===== src/rtl/fetch_decode_stage.sv =====
// LEGv8 instruction fetch with IF/ID pipeline register.
// Also decodes the registered word into the immediate sign extender's controls.
module fetch_decode_stage #(
  parameter logic [63:0] RESET_PC = 64'h0
) (
  input  logic        CLK,
  input  logic        resetl,
  input  logic        stall,
  input  logic        flush,
  input  logic        branch_taken,
  input  logic [63:0] branch_target,
  output logic [63:0] InstrAddr,
  input  logic [31:0] Instr,
  output logic        id_valid,
  output logic [63:0] id_pc,
  output logic [31:0] id_instr,
  output logic [25:0] Imm26,
  output logic [1:0]  ShiftBits,
  output logic [2:0]  SignOp,
  output logic        imm_used
);

  localparam logic [2:0] SIGN_I  = 3'b000;
  localparam logic [2:0] SIGN_D  = 3'b001;
  localparam logic [2:0] SIGN_B  = 3'b010;
  localparam logic [2:0] SIGN_CB = 3'b011;
  localparam logic [2:0] SIGN_IW = 3'b100;

  logic [63:0] pc;
  logic [63:0] pc_next;
  logic [63:0] target_aligned;

  assign target_aligned = branch_target & ~64'h3;

  // Redirect beats stall so a taken branch is never lost behind a hazard.
  always_comb begin
    pc_next = pc + 64'd4;
    if (branch_taken) begin
      pc_next = target_aligned;
    end else if (stall) begin
      pc_next = pc;
    end
  end

  always_ff @(posedge CLK or negedge resetl) begin
    if (!resetl) begin
      pc <= RESET_PC;
    end else begin
      pc <= pc_next;
    end
  end

  assign InstrAddr = pc;

  // Flush beats stall: a squashed slot must not linger while the pipe is held.
  always_ff @(posedge CLK or negedge resetl) begin
    if (!resetl) begin
      id_valid <= 1'b0;
      id_pc    <= 64'h0;
      id_instr <= 32'h0;
    end else if (flush) begin
      id_valid <= 1'b0;
      id_pc    <= 64'h0;
      id_instr <= 32'h0;
    end else if (!stall) begin
      id_valid <= 1'b1;
      id_pc    <= pc;
      id_instr <= Instr;
    end
  end

  assign Imm26     = id_instr[25:0];
  assign ShiftBits = id_instr[22:21];

  logic [2:0] dec_sign;
  logic       dec_match;

  always_comb begin
    dec_sign  = SIGN_I;
    dec_match = 1'b0;
    if (id_instr[31:26] == 6'b000101 || id_instr[31:26] == 6'b100101) begin
      dec_sign  = SIGN_B;
      dec_match = 1'b1;
    end else if (id_instr[31:24] == 8'b10110100 || id_instr[31:24] == 8'b10110101) begin
      dec_sign  = SIGN_CB;
      dec_match = 1'b1;
    end else if (id_instr[31:21] == 11'b11111000010 || id_instr[31:21] == 11'b11111000000) begin
      dec_sign  = SIGN_D;
      dec_match = 1'b1;
    end else if (id_instr[31:23] == 9'b110100101) begin
      dec_sign  = SIGN_IW;
      dec_match = 1'b1;
    end else begin
      case (id_instr[31:22])
        10'b1001000100, 10'b1011000100, 10'b1101000100, 10'b1111000100,
        10'b1001001000, 10'b1011001000, 10'b1101001000, 10'b1111001000: begin
          dec_sign  = SIGN_I;
          dec_match = 1'b1;
        end
        default: begin
          dec_sign  = SIGN_I;
          dec_match = 1'b0;
        end
      endcase
    end
  end

  assign SignOp   = id_valid ? dec_sign : SIGN_I;
  assign imm_used = id_valid & dec_match;

endmodule

===== config.mk =====
export PLATFORM = sky130hd
export DESIGN_NAME = fetch_decode_stage
export DESIGN_NICKNAME = d
export VERILOG_FILES = /design/src/rtl/fetch_decode_stage.sv
export SDC_FILE = /design/constraint.sdc
export NUM_CORES = 1
export LEC_CHECK = 0
export BUFFER_PORTS_ARGS = -buffer_cell sky130_fd_sc_hd__buf_4
export CAP_MARGIN = 20
export CELL_PAD_IN_SITES_DETAIL_PLACEMENT = 1
export CELL_PAD_IN_SITES_GLOBAL_PLACEMENT = 1
export CORE_UTILIZATION = 38
export DETAILED_ROUTE_END_ITERATION = 6
export PLACE_DENSITY_LB_ADDON = 0.1
export SLEW_MARGIN = 10
export SYNTH_ARGS = -nofsm -noshare
export SYNTH_HDL_FRONTEND = slang
export SYNTH_SLANG_ARGS = --single-unit
export TNS_END_PERCENT = 50

===== constraint.sdc =====
create_clock -name CLK -period 2.6 [get_ports CLK]
set_input_delay 0.78 -clock CLK [delete_from_list [all_inputs] [get_ports CLK]]
set_output_delay 0.78 -clock CLK [all_outputs]
set_load 0.01 [all_outputs]

==> qor.yml, run 1 <==
cell_with_the_most_instances_after_synthesis: "sky130_fd_sc_hd__dfrtp_1"
drc_errors: 0
fp.dieH_um: 149
worst_path_largest_cell_delay_ps: 440
synth_flop_cell: "sky130_fd_sc_hd__dfrtp_1"
internal_power_mw: 4.55
first_global_vias: 7283
drt_first_iter_violations: 207
worst_ep_arrival_time_ps: 1890
groute.usage.overall: 0.241
coreArea_sq_um: 21100
synth-compound-area-share: 0.0495
flow.area_growth_from_synthesis_pct: 37.3
synth_xor_area_frac: 0.0534
cts_tree: "done"
synth_sequential_area_ratio: 0.482
maxClockFrequency_mhz: 375
vias_per_cell: 5.19
detailedPlacementHpwl_um: 19200
fin_skew_ps: 14.4
cp-end-kind: "output port"
number_of_flip_flops_and_latches_in_the_synthesized_netlist: 158
worst-path-max-fanout: 3
number_of_max_cap_violations: 0
post_synth_instance_area_sq_um: 8210
violated_checks: "setup timing"
power_frac_comb: 0.190
sequentialPowerShare: 0.444
worst_slew_margin_rel: 0.599
status: "complete, but fails checks"
gpl.final_weighted_congestion: 0.804
async_reset_ff_frac: 1.00
postLayoutSetupSlackWorst_ps: -69.0
synth_top_cells_by_count: "sky130_fd_sc_hd__dfrtp_1, sky130_fd_sc_hd__nor2_1, sky130_fd_sc_hd__mux2i_1"
vias: 7065
layout-drive-gt1-share: 0.373
rrSetupSlack_ps: 460
worst_skew_pair.late_latency_ps: 430
cts_hold_buf: 0
power_density_over_the_cells_nw_per_um2: 575
final_worst_path_period_need_ps: 2670
report.final.setup_viol: 1
net_sw_frac: 0.298
cp-start-kind: "flip-flop"
whs_ps: 290
final-hold-violation-count: 0
cts.htree.levels: 4
finalSetupTns_ps: -69.0
crit_path_cell_trace: "buf_4 > inv_1 > a2bb2oi_2 > o22ai_1 > o31a_1 > buf_4"
finish.instance_area_sq_um: 11300
critPathRequiredTime_ps: 1820
antenna_found_initial: 0
power_mw: 6.48
routed_wl_um: 26200
dominant_combinational_cell_family_by_area_after_synthesis: "simple AND/OR/NAND/NOR gates"
route.detailed.wl_per_inst_um: 19.3
nets: 1175
path_clk_slew_ps: 70
finalCritPeriodShare: 1.03
placement_rows: 53
crit_path_slowest_cell: "sky130_fd_sc_hd__dfrtp_2"
cts.sinks: 158
ys_warn_count: 0
slew_viol_final: 0
synth_enable_flop_cells: 0
irDropWorstVdd_uv: 489
critical_path.most_common_cell: "sky130_fd_sc_hd__buf_4"
synth.top_cells.by_area: "sky130_fd_sc_hd__dfrtp_1, sky130_fd_sc_hd__mux2i_1, sky130_fd_sc_hd__nor2_1"
number_of_fill_cells_in_the_layout: 2382
post_synthesis_mux_area_share: 0.132
grt_first_pass_wirelength_um: 41500
grt_overflow_total: 0
tightest_slew_ps: 601
die-width_um: 149
drt_pre_antenna_iters: 5
cts-root-buf: "sky130_fd_sc_hd__clkbuf_16"
ant_nets: 0
power.static_leakage_nw: 5.59
post_synth_inst_count: 798
initial_utilization: 0.389
netlist.area_leader.share: 0.482
hp-class: "in -> async"
adder_cell_area_share_of_the_yosys_netlist: 0.00152
share_clk_of_total_power: 0.365
insertedDiodeCount: 0
design.portCount: 294
synth_simple_gate_area_share: 0.218
cts_max_path_buffers: 2
cell_area_after_placement_sq_um: 10700
synthesis.area_per_instance_sq_um: 10.3
rsz0062_at_grt: "true"
cts-buffers-inserted: 17
timing.setup.critical_path_class: "reg -> out"
number_of_i_o_port_buffers: 289
floorplan.die_area_sq_um: 22200
netlist.top_cell.by_area: "sky130_fd_sc_hd__dfrtp_1"
grt_start_max_net_pins: 97
power.net_switching_mw: 1.93
yosysUniqueCellTypes: 57
stage by stage:
stage / util / std cells / setup WS (ps)
2_1_floorplan: - / 799 / 245
3_3_place_gp: 0.505 / 1327 / 106
3_5_place_dp: 0.505 / 1327 / 88.9
4_1_cts: 0.534 / 1361 / -80.9
5_1_grt: 0.534 / 1361 / -156
6_report: 0.534 / 1361 / -69.0
path summary, 6_finish.rpt:
| kind | from | endpoint | cells past startpoint |
|---|---|---|---|
| worst max register to register | InstrAddr[8] | InstrAddr[52] | 7 |
| worst max-delay path | id_instr[31] | imm_used | 6 |
| worst min register to register | id_pc[59] | id_pc[59] | 2 |
| worst min-delay path | resetl | InstrAddr[26] | 1 |
| max in group asynchronous | resetl | id_pc[33] | 2 |
| min in group CLK | id_pc[59] | id_pc[59] | 2 |
flip-flops by register name, indices dropped and copies added (netlist names):
name / cells
id_instr: 32
InstrAddr: 62
id_valid: 1
id_pc: 63
layout by cell type (no fill, tap or decap), types with 3 or more instances in the layout:
| cell | n |
|---|---|
| sky130_fd_sc_hd__clkinvlp_4 | 3 |
| sky130_fd_sc_hd__nor4_1 | 9 |
| sky130_fd_sc_hd__clkinv_4 | 3 |
| sky130_fd_sc_hd__o21ai_1 | 11 |
| sky130_fd_sc_hd__nand2b_1 | 6 |
| sky130_fd_sc_hd__buf_4 | 332 |
| sky130_fd_sc_hd__nor2b_1 | 6 |
| sky130_fd_sc_hd__nand2_1 | 68 |
| sky130_fd_sc_hd__nand3_1 | 20 |
| sky130_fd_sc_hd__xor2_1 | 24 |
| sky130_fd_sc_hd__a31oi_1 | 3 |
| sky130_fd_sc_hd__inv_8 | 3 |
| sky130_fd_sc_hd__nor4_4 | 7 |
| sky130_fd_sc_hd__and4_1 | 11 |
| sky130_fd_sc_hd__mux2_2 | 5 |
| sky130_fd_sc_hd__and3_1 | 13 |
| sky130_fd_sc_hd__nor4_2 | 6 |
| sky130_fd_sc_hd__o21ai_0 | 36 |
| sky130_fd_sc_hd__nor3_1 | 6 |
| sky130_fd_sc_hd__nor3_2 | 4 |
| sky130_fd_sc_hd__and4_2 | 3 |
| sky130_fd_sc_hd__nor3b_1 | 3 |
| sky130_fd_sc_hd__mux2i_1 | 103 |
| sky130_fd_sc_hd__nor2_1 | 111 |
| sky130_fd_sc_hd__a22oi_1 | 3 |
| sky130_fd_sc_hd__xnor2_1 | 26 |
| sky130_fd_sc_hd__nand4_1 | 32 |
| sky130_fd_sc_hd__inv_1 | 6 |
| sky130_fd_sc_hd__clkbuf_16 | 17 |
| sky130_fd_sc_hd__buf_12 | 5 |
| sky130_fd_sc_hd__a211o_1 | 5 |
| sky130_fd_sc_hd__dfrtp_1 | 157 |
power by group through the flow:
stage | combinational [mW] | sequential (mW) | clock (mW)
after floorplan | 0.488 | 2.96 | 0
after global placement | 1.22 | 2.91 | 0
after detailed placement | 1.24 | 2.92 | 0
after CTS | 1.25 | 2.88 | 2.43
after global routing | 1.35 | 2.91 | 2.52
final | 1.23 | 2.88 | 2.37
timing repair:
item / in CTS / in global routing
gates resized for setup: 8 / 0
pin swaps: 5 / 3
setup buffers: 2 / 0
endpoints found under the setup margin: 2 / 3
final cells by class:
class | count | area [sq um] | area share
sequential | 158 | 3960 | 0.351
inverter | 6 | 22.5 | 0.00200
clock buffer | 20 | 447 | 0.0396
multi-input combinational | 551 | 3780 | 0.335
tap | 275 | 344 | 0.0305
clock inverter | 12 | 105 | 0.00933
timing repair buffer | 339 | 2620 | 0.232
cell families after synthesis:
kind of cell	count (synthesis)
AO/OA/AOI/OAI	69
other	1
flip-flops	158
multiplexers	108
adder cells (fa/ha/maj)	1
XOR/XNOR	50
AND/OR/NAND/NOR	321
buffers and inverters	90
critical path, delay by kind of cell (launching register included):
kind | cells | cell delay [ps]
compound gates | 3 | 610
buf+inv | 3 | 410
flops | 1 | 440
layer usage:
layer | global-route usage | routed length [um]
met1 | 0.299 | 11200
met2 | 0.423 | 13200
met3 | 0.0502 | 1320
met4 | 0.0684 | 428
met5 | 0 | 0
No activity file was read; power rests on OpenSTA's default activity.
==> inputs of run 2 (changes only) <==
==> constraint.sdc (replaced) <==
create_clock -name CLK -period 2.6 [get_ports CLK]
set_input_delay 0.52 -clock CLK [delete_from_list [all_inputs] [get_ports CLK]]
set_output_delay 0.52 -clock CLK [all_outputs]
set_load 0.01 [all_outputs]
==> run 2 against run 1 <==
Against the previous run:
- non-clock buffer count shrank 16
- largest power group unchanged
- wire length shrank 1.7%
- clock skew shrank 2.7 ps
- the run now ends clean
- hold slack lost 210 ps
- critical path type unchanged
==> qor.yml, run 2 (synthesis gave the netlist of run 1 again) <==
tightest_slew_ps: 982  # +380 ps
grt_start_max_net_pins: 67  # -31%
vias: 6951  # -1.6%
regToRegStartpoint: "InstrAddr[3]"
place.detailed.instances: 1313  # -1.1%
cts_max_path_buffers: 2  # unchanged
cts_tree: "done"
final_common_cell: "sky130_fd_sc_hd__buf_4"
worst_ep_arrival_time_ps: 1920  # +30 ps
detailedPlacementHpwl_um: 18800  # -2.1%
met3_global_route_usage: 0.0489  # -0.00122
cts.htree.levels: 4  # unchanged
antenna_found_initial: 0  # unchanged
grt_first_pass_wirelength_um: 40500  # -2.3%
path_clk_slew_ps: 70  # about the same
fp.dieH_um: 149  # unchanged
grt.met1_usage: 0.312  # +0.0133
initial_utilization: 0.389  # unchanged
cts-root-buf: "sky130_fd_sc_hd__clkbuf_16"
cp-end-kind: "output port"
groute.usage.overall: 0.237  # -0.00417
worst-path-max-fanout: 4  # +1
rr_worst_depth: 8  # +1
worst_skew_pair.late_latency_ps: 430  # about the same
die-width_um: 149  # unchanged
rrSetupSlack_ps: 400  # -60 ps
critical_path.startpoint: "id_instr[31]"
grt_most_used_layer: "met2"
placement_rows: 53  # unchanged
ant_nets: 0  # unchanged
timing.critical_path.to: "imm_used"
rsz0062_at_grt: "false"
status: "finished clean"
drc_errors: 0  # unchanged
design.portCount: 294  # unchanged
layout-drive-gt1-share: 0.359  # -0.0137
worst_slew_margin_rel: 0.346  # -0.254
power.static_leakage_nw: 5.52  # -1.3%
layout.core_utilization: 0.528  # -0.00623
cts_hold_buf: 0  # unchanged
finalCritPeriodShare: 0.939  # -0.0875
gpl.final_weighted_congestion: 0.804  # about the same
cts-buffers-inserted: 17  # unchanged
met2_usage: 0.391  # -0.0321
drt_first_iter_violations: 277  # +34%
first_global_vias: 6999  # -3.9%
critPathRequiredTime_ps: 2080  # +260 ps
number_of_non_filler_instances_in_the_completed_layout: 1344  # -1.2%
vias_per_cell: 5.17  # -0.37%
fin_skew_ps: 11.7  # -2.71 ps
timing.setup.critical_path_class: "reg -> out"
hp-class: "in -> async"
largest_reg_flops: 63  # unchanged
cp-start-kind: "flip-flop"
r2r-end: "InstrAddr[42]"
maxClockFrequency_mhz: 410  # +9.3%
number_of_max_cap_violations: 0  # unchanged
largest_register: "id_pc"
report.final.setup_viol: 0  # -1
final_worst_path_period_need_ps: 2440  # -227 ps
mostFrequentLayoutCells: "sky130_fd_sc_hd__buf_4, sky130_fd_sc_hd__dfrtp_1, sky130_fd_sc_hd__nor2_1, sky130_fd_sc_hd__mux2i_1, sky130_fd_sc_hd__nand2_1"
power_density_over_the_cells_nw_per_um2: 590  # +2.7%
floorplan.die_area_sq_um: 22200  # unchanged
irDropWorstVdd_uv: 448  # -8.5%
grt_overflow_total: 0  # unchanged
routed_wl_um: 25800  # -1.7%
final-hold-violation-count: 0  # unchanged
finalSetupTns_ps: 0  # +69.0 ps
flow.area_growth_from_synthesis_pct: 35.7
cts.sinks: 158  # unchanged
slew_viol_final: 0  # unchanged
coreArea_sq_um: 21100  # unchanged
number_of_i_o_port_buffers: 289  # unchanged
nets: 1159  # -1.4%
insertedDiodeCount: 0  # unchanged
drt_pre_antenna_iters: 4  # -1
route.detailed.wl_per_inst_um: 19.2  # -0.43%
[run 2: changes by cell type in the layout (fill, tap and decap cells not counted), sizes merged]
| cell | before | now |
|---|---|---|
| clkinvlp | 3 | 4 |
| buf | 339 | 323 |
| bufinv | 0 | 1 |
| clkinv | 4 | 1 |
| inv | 11 | 12 |
| clkbuf | 20 | 19 |
[run 2: layout make-up]
class	count	area (sq um)
multi-input combinational	551	3740
clock buffer	19	453
tap	275	344
timing repair buffer	323	2490
fill	2373	9950
sequential	158	3950
clock inverter	12	126
inverter	6	22.5
[run 2: routing by layer]
| layer | vias up | share of wire |
|---|---|---|
| li1 | 3281 | - |
| met5 | - | 0 |
| met2 | 199 | 0.49 |
| met1 | 3440 | 0.43 |
| met3 | 31 | 0.057 |
| met4 | 0 | 0.017 |
[run 2: worst max-delay path, cell delays in order (launching register included)]
cell,delay [ps]
sky130_fd_sc_hd__dfrtp_1,500
sky130_fd_sc_hd__nand3b_1,160
sky130_fd_sc_hd__nor4_1,290
sky130_fd_sc_hd__nand2b_1,90
sky130_fd_sc_hd__a21boi_0,180
sky130_fd_sc_hd__o31a_1,170
sky130_fd_sc_hd__buf_4,120
[run 2: worst min-delay path by stage]
| stage | to | startpoint | cells past startpoint |
|---|---|---|---|
| 2_1_floorplan | InstrAddr[10] | resetl | 0 |
| 3_3_place_gp | id_pc[13] | id_pc[13] | 2 |
| 3_5_place_dp | id_pc[51] | id_pc[51] | 2 |
| 4_1_cts | id_pc[26] | resetl | 1 |
| 5_1_grt | id_pc[26] | resetl | 1 |
| 6_report | id_pc[26] | resetl | 1 |
[run 2: where the power goes]
part	switching (mW)	internal [mW]
combinational	0.588	0.614
sequential	0.239	2.65
clock	1.09	1.39
total	1.92	4.65
[run 2: timing repair]
| item | CTS | global route |
|---|---|---|
| gates resized for setup | 0 | 1 |
| buffers inserted | 0 | 0 |
| endpoints found under the setup margin | 0 | 2 |
[run 2: metrics by stage]
| step | worst slack (ps) | cell area [sq um] | hold WS [ps] | total power [mW] |
|---|---|---|---|---|
| final | 158 | 11100 | 79.0 | 6.57 |
| after global routing | 68.8 | 11100 | 110 | 6.91 |
| after CTS | 119 | 11100 | 98.7 | 6.66 |
| after detailed placement | 309 | 10600 | 516 | 4.15 |
| after global placement | 340 | 10600 | 506 | 4.12 |
| after floorplan | 505 | 8210 | 224 | 3.45 |
==> inputs of run 3 (changes only) <==
- BUFFER_PORTS_ARGS: -buffer_cell sky130_fd_sc_hd__buf_4 -> default
- CORE_UTILIZATION: 38 -> 48
- DONT_BUFFER_PORTS: default -> 1
- TNS_END_PERCENT: 50 -> default
==> run 3 against run 2 <==
Against the previous run:
- the run now ends with hold timing left
- cell count is 26% lower
- flip-flop and latch count stayed put
- critical path depth is 1 lower
- final area is 21% lower
- via count is 16% lower
- global-route usage is 2.8 points higher
- sequential share of layout area is 9.6 points higher
- clock power is 4% higher
- highest routed layer unchanged
==> qor.yml, run 3 (synthesis gave the netlist of run 1 again) <==
irDropWorstVdd_uv: 463  # +3.5%
worst_slew_margin_rel: 0.574  # +0.228
die-width_um: 133  # -11%
worst-path-max-fanout: 4  # unchanged
layout.core_utilization: 0.527  # -0.00162
cts_max_path_buffers: 2  # unchanged
number_of_max_cap_violations: 0  # unchanged
groute.usage.overall: 0.265  # +0.0277
whs_ps: -213  # -292 ps
power.net_switching_mw: 1.65  # -14%
number_of_i_o_port_buffers: 0  # -100%
mostFrequentLayoutCells: "sky130_fd_sc_hd__dfrtp_1, sky130_fd_sc_hd__nor2_1, sky130_fd_sc_hd__mux2i_1, sky130_fd_sc_hd__nand2_1, sky130_fd_sc_hd__o21ai_0"
cp-end-kind: "output port"
sequentialPowerShare: 0.496  # +0.057
hp-class: "in -> async"
drc_errors: 0  # unchanged
flow.area_growth_from_synthesis_pct: 6.75
grt_overflow_total: 0  # unchanged
number_of_fill_cells_in_the_layout: 1812  # -24%
finalSetupTns_ps: 0  # unchanged
net_sw_frac: 0.271  # -0.0210
worst_skew_pair.late_latency_ps: 420  # about the same
ant_nets: 0  # unchanged
slew_viol_final: 0  # unchanged
internal_power_mw: 4.44  # -4.6%
cts-root-buf: "sky130_fd_sc_hd__clkbuf_16"
status: "complete, but fails checks"
power_density_over_the_cells_nw_per_um2: 695  # +18%
report.final.setup_viol: 0  # unchanged
grt_start_max_net_pins: 159  # +140%
final_worst_path_period_need_ps: 2490  # +49.9 ps
coreArea_sq_um: 16600  # -21%
final-hold-violation-count: 158  # +158
layout-drive-gt1-share: 0.107  # -0.252
rsz0062_at_grt: "false"
largest_register: "id_pc"
violated_checks: "hold timing"
floorplan.die_area_sq_um: 17600  # -21%
timing.setup.critical_path_class: "reg -> out"
placement_rows: 47  # -11%
cts.htree.levels: 4  # unchanged
nets: 856  # -26%
antenna_found_initial: 2  # +2
finalCritPeriodShare: 0.958  # +0.0192
cts.sinks: 158  # unchanged
maxClockFrequency_mhz: 401  # -2.0%
drt_first_iter_violations: 242  # -13%
tightest_slew_ps: 635  # -347 ps
path_clk_slew_ps: 70  # about the same
routed_wl_um: 22900  # -11%
drt_pre_antenna_iters: 4  # unchanged
fp.dieH_um: 133  # -11%
critPathRequiredTime_ps: 2080  # about the same
fin_skew_ps: 9.58  # -2.08 ps
vias: 5854  # -16%
route.detailed.wl_per_inst_um: 23.2  # +21%
grt_first_pass_wirelength_um: 36100  # -11%
cts_tree: "done"
design.portCount: 294  # unchanged
detailedPlacementHpwl_um: 15900  # -15%
share_clk_of_total_power: 0.426  # +0.048
initial_utilization: 0.493  # +0.104
power_frac_comb: 0.078  # -0.105
vias_per_cell: 5.92  # +14%
gpl.final_weighted_congestion: 0.855  # +6.4%
cts-buffers-inserted: 17  # unchanged
power.static_leakage_nw: 3.99  # -28%
first_global_vias: 6375  # -8.9%
cp-start-kind: "flip-flop"
worst_ep_arrival_time_ps: 1970  # +50 ps
final_common_cell: "sky130_fd_sc_hd__dfrtp_1"
largest_reg_flops: 63  # unchanged
run 3: metal layers:
layer  up-vias  track usage  share of wire
li1       2667            -              -
met1      2935        0.304           0.39
met2       219        0.457           0.51
met3        33       0.0858          0.075
met4         0        0.106          0.024
met5         -            0              0
run 3: critical path, cell delays in order (launching register included):
cell	delay, ps
sky130_fd_sc_hd__dfrtp_2	440
sky130_fd_sc_hd__nand3b_1	230
sky130_fd_sc_hd__nor3b_2	280
sky130_fd_sc_hd__nand3_1	140
sky130_fd_sc_hd__a21boi_0	220
sky130_fd_sc_hd__o31a_1	240
run 3: power by group through the flow:
stage          registers, mW  logic, mW  clock network [mW]
2_1_floorplan           2.96      0.488                   0
3_3_place_gp            3.05      0.447                   0
3_5_place_dp            3.07      0.478                   0
4_1_cts                 3.02      0.485                2.63
5_1_grt                 3.05      0.538                2.73
6_report                3.02      0.477                2.59
run 3: final timing paths:
path | end | slack [ps] | cells after the start | from
min in group CLK | id_pc[18] | 160 | 1 | flush
setup reg to reg | InstrAddr[56] | 280 | 5 | InstrAddr[31]
setup / recovery | imm_used | 110 | 5 | id_instr[26]
hold / removal | id_pc[26] | -210 | 0 | resetl
max in group asynchronous | InstrAddr[54] | 2340 | 0 | resetl
hold reg to reg | id_pc[25] | 600 | 2 | id_pc[25]
run 3: per-stage QoR:
stage | total power [mW] | worst slack (ps) | cell area [sq um] | std cells
6_report | 6.09 | 108 | 8760 | 989
4_1_cts | 6.14 | 65.6 | 8760 | 987
3_5_place_dp | 3.55 | 296 | 8140 | 955
3_3_place_gp | 3.50 | 373 | 8140 | 955
5_1_grt | 6.32 | 24.4 | 8760 | 989
2_1_floorplan | 3.45 | 505 | 8210 | 799
run 3: final cells by class:
| class | instances | area [sq um] | area share |
|---|---|---|---|
| Antenna cell | 2 | 5.00 | 0.000571 |
| Clock buffer | 20 | 447 | 0.0510 |
| Clock inverter | 12 | 159 | 0.0181 |
| Inverter | 6 | 22.5 | 0.00257 |
| Multi-Input combinational cell | 551 | 3750 | 0.428 |
| Sequential cell | 158 | 3960 | 0.451 |
| Tap cell | 220 | 275 | 0.0314 |
| Timing Repair Buffer | 20 | 150 | 0.0171 |
run 3: repair_timing:
item                                    CTS  global route
endpoints found under the hold margin   158           158
buffers inserted                          0             0
pin swaps                                 0             2
resized for setup                         2             1
endpoints found under the setup margin    2             1
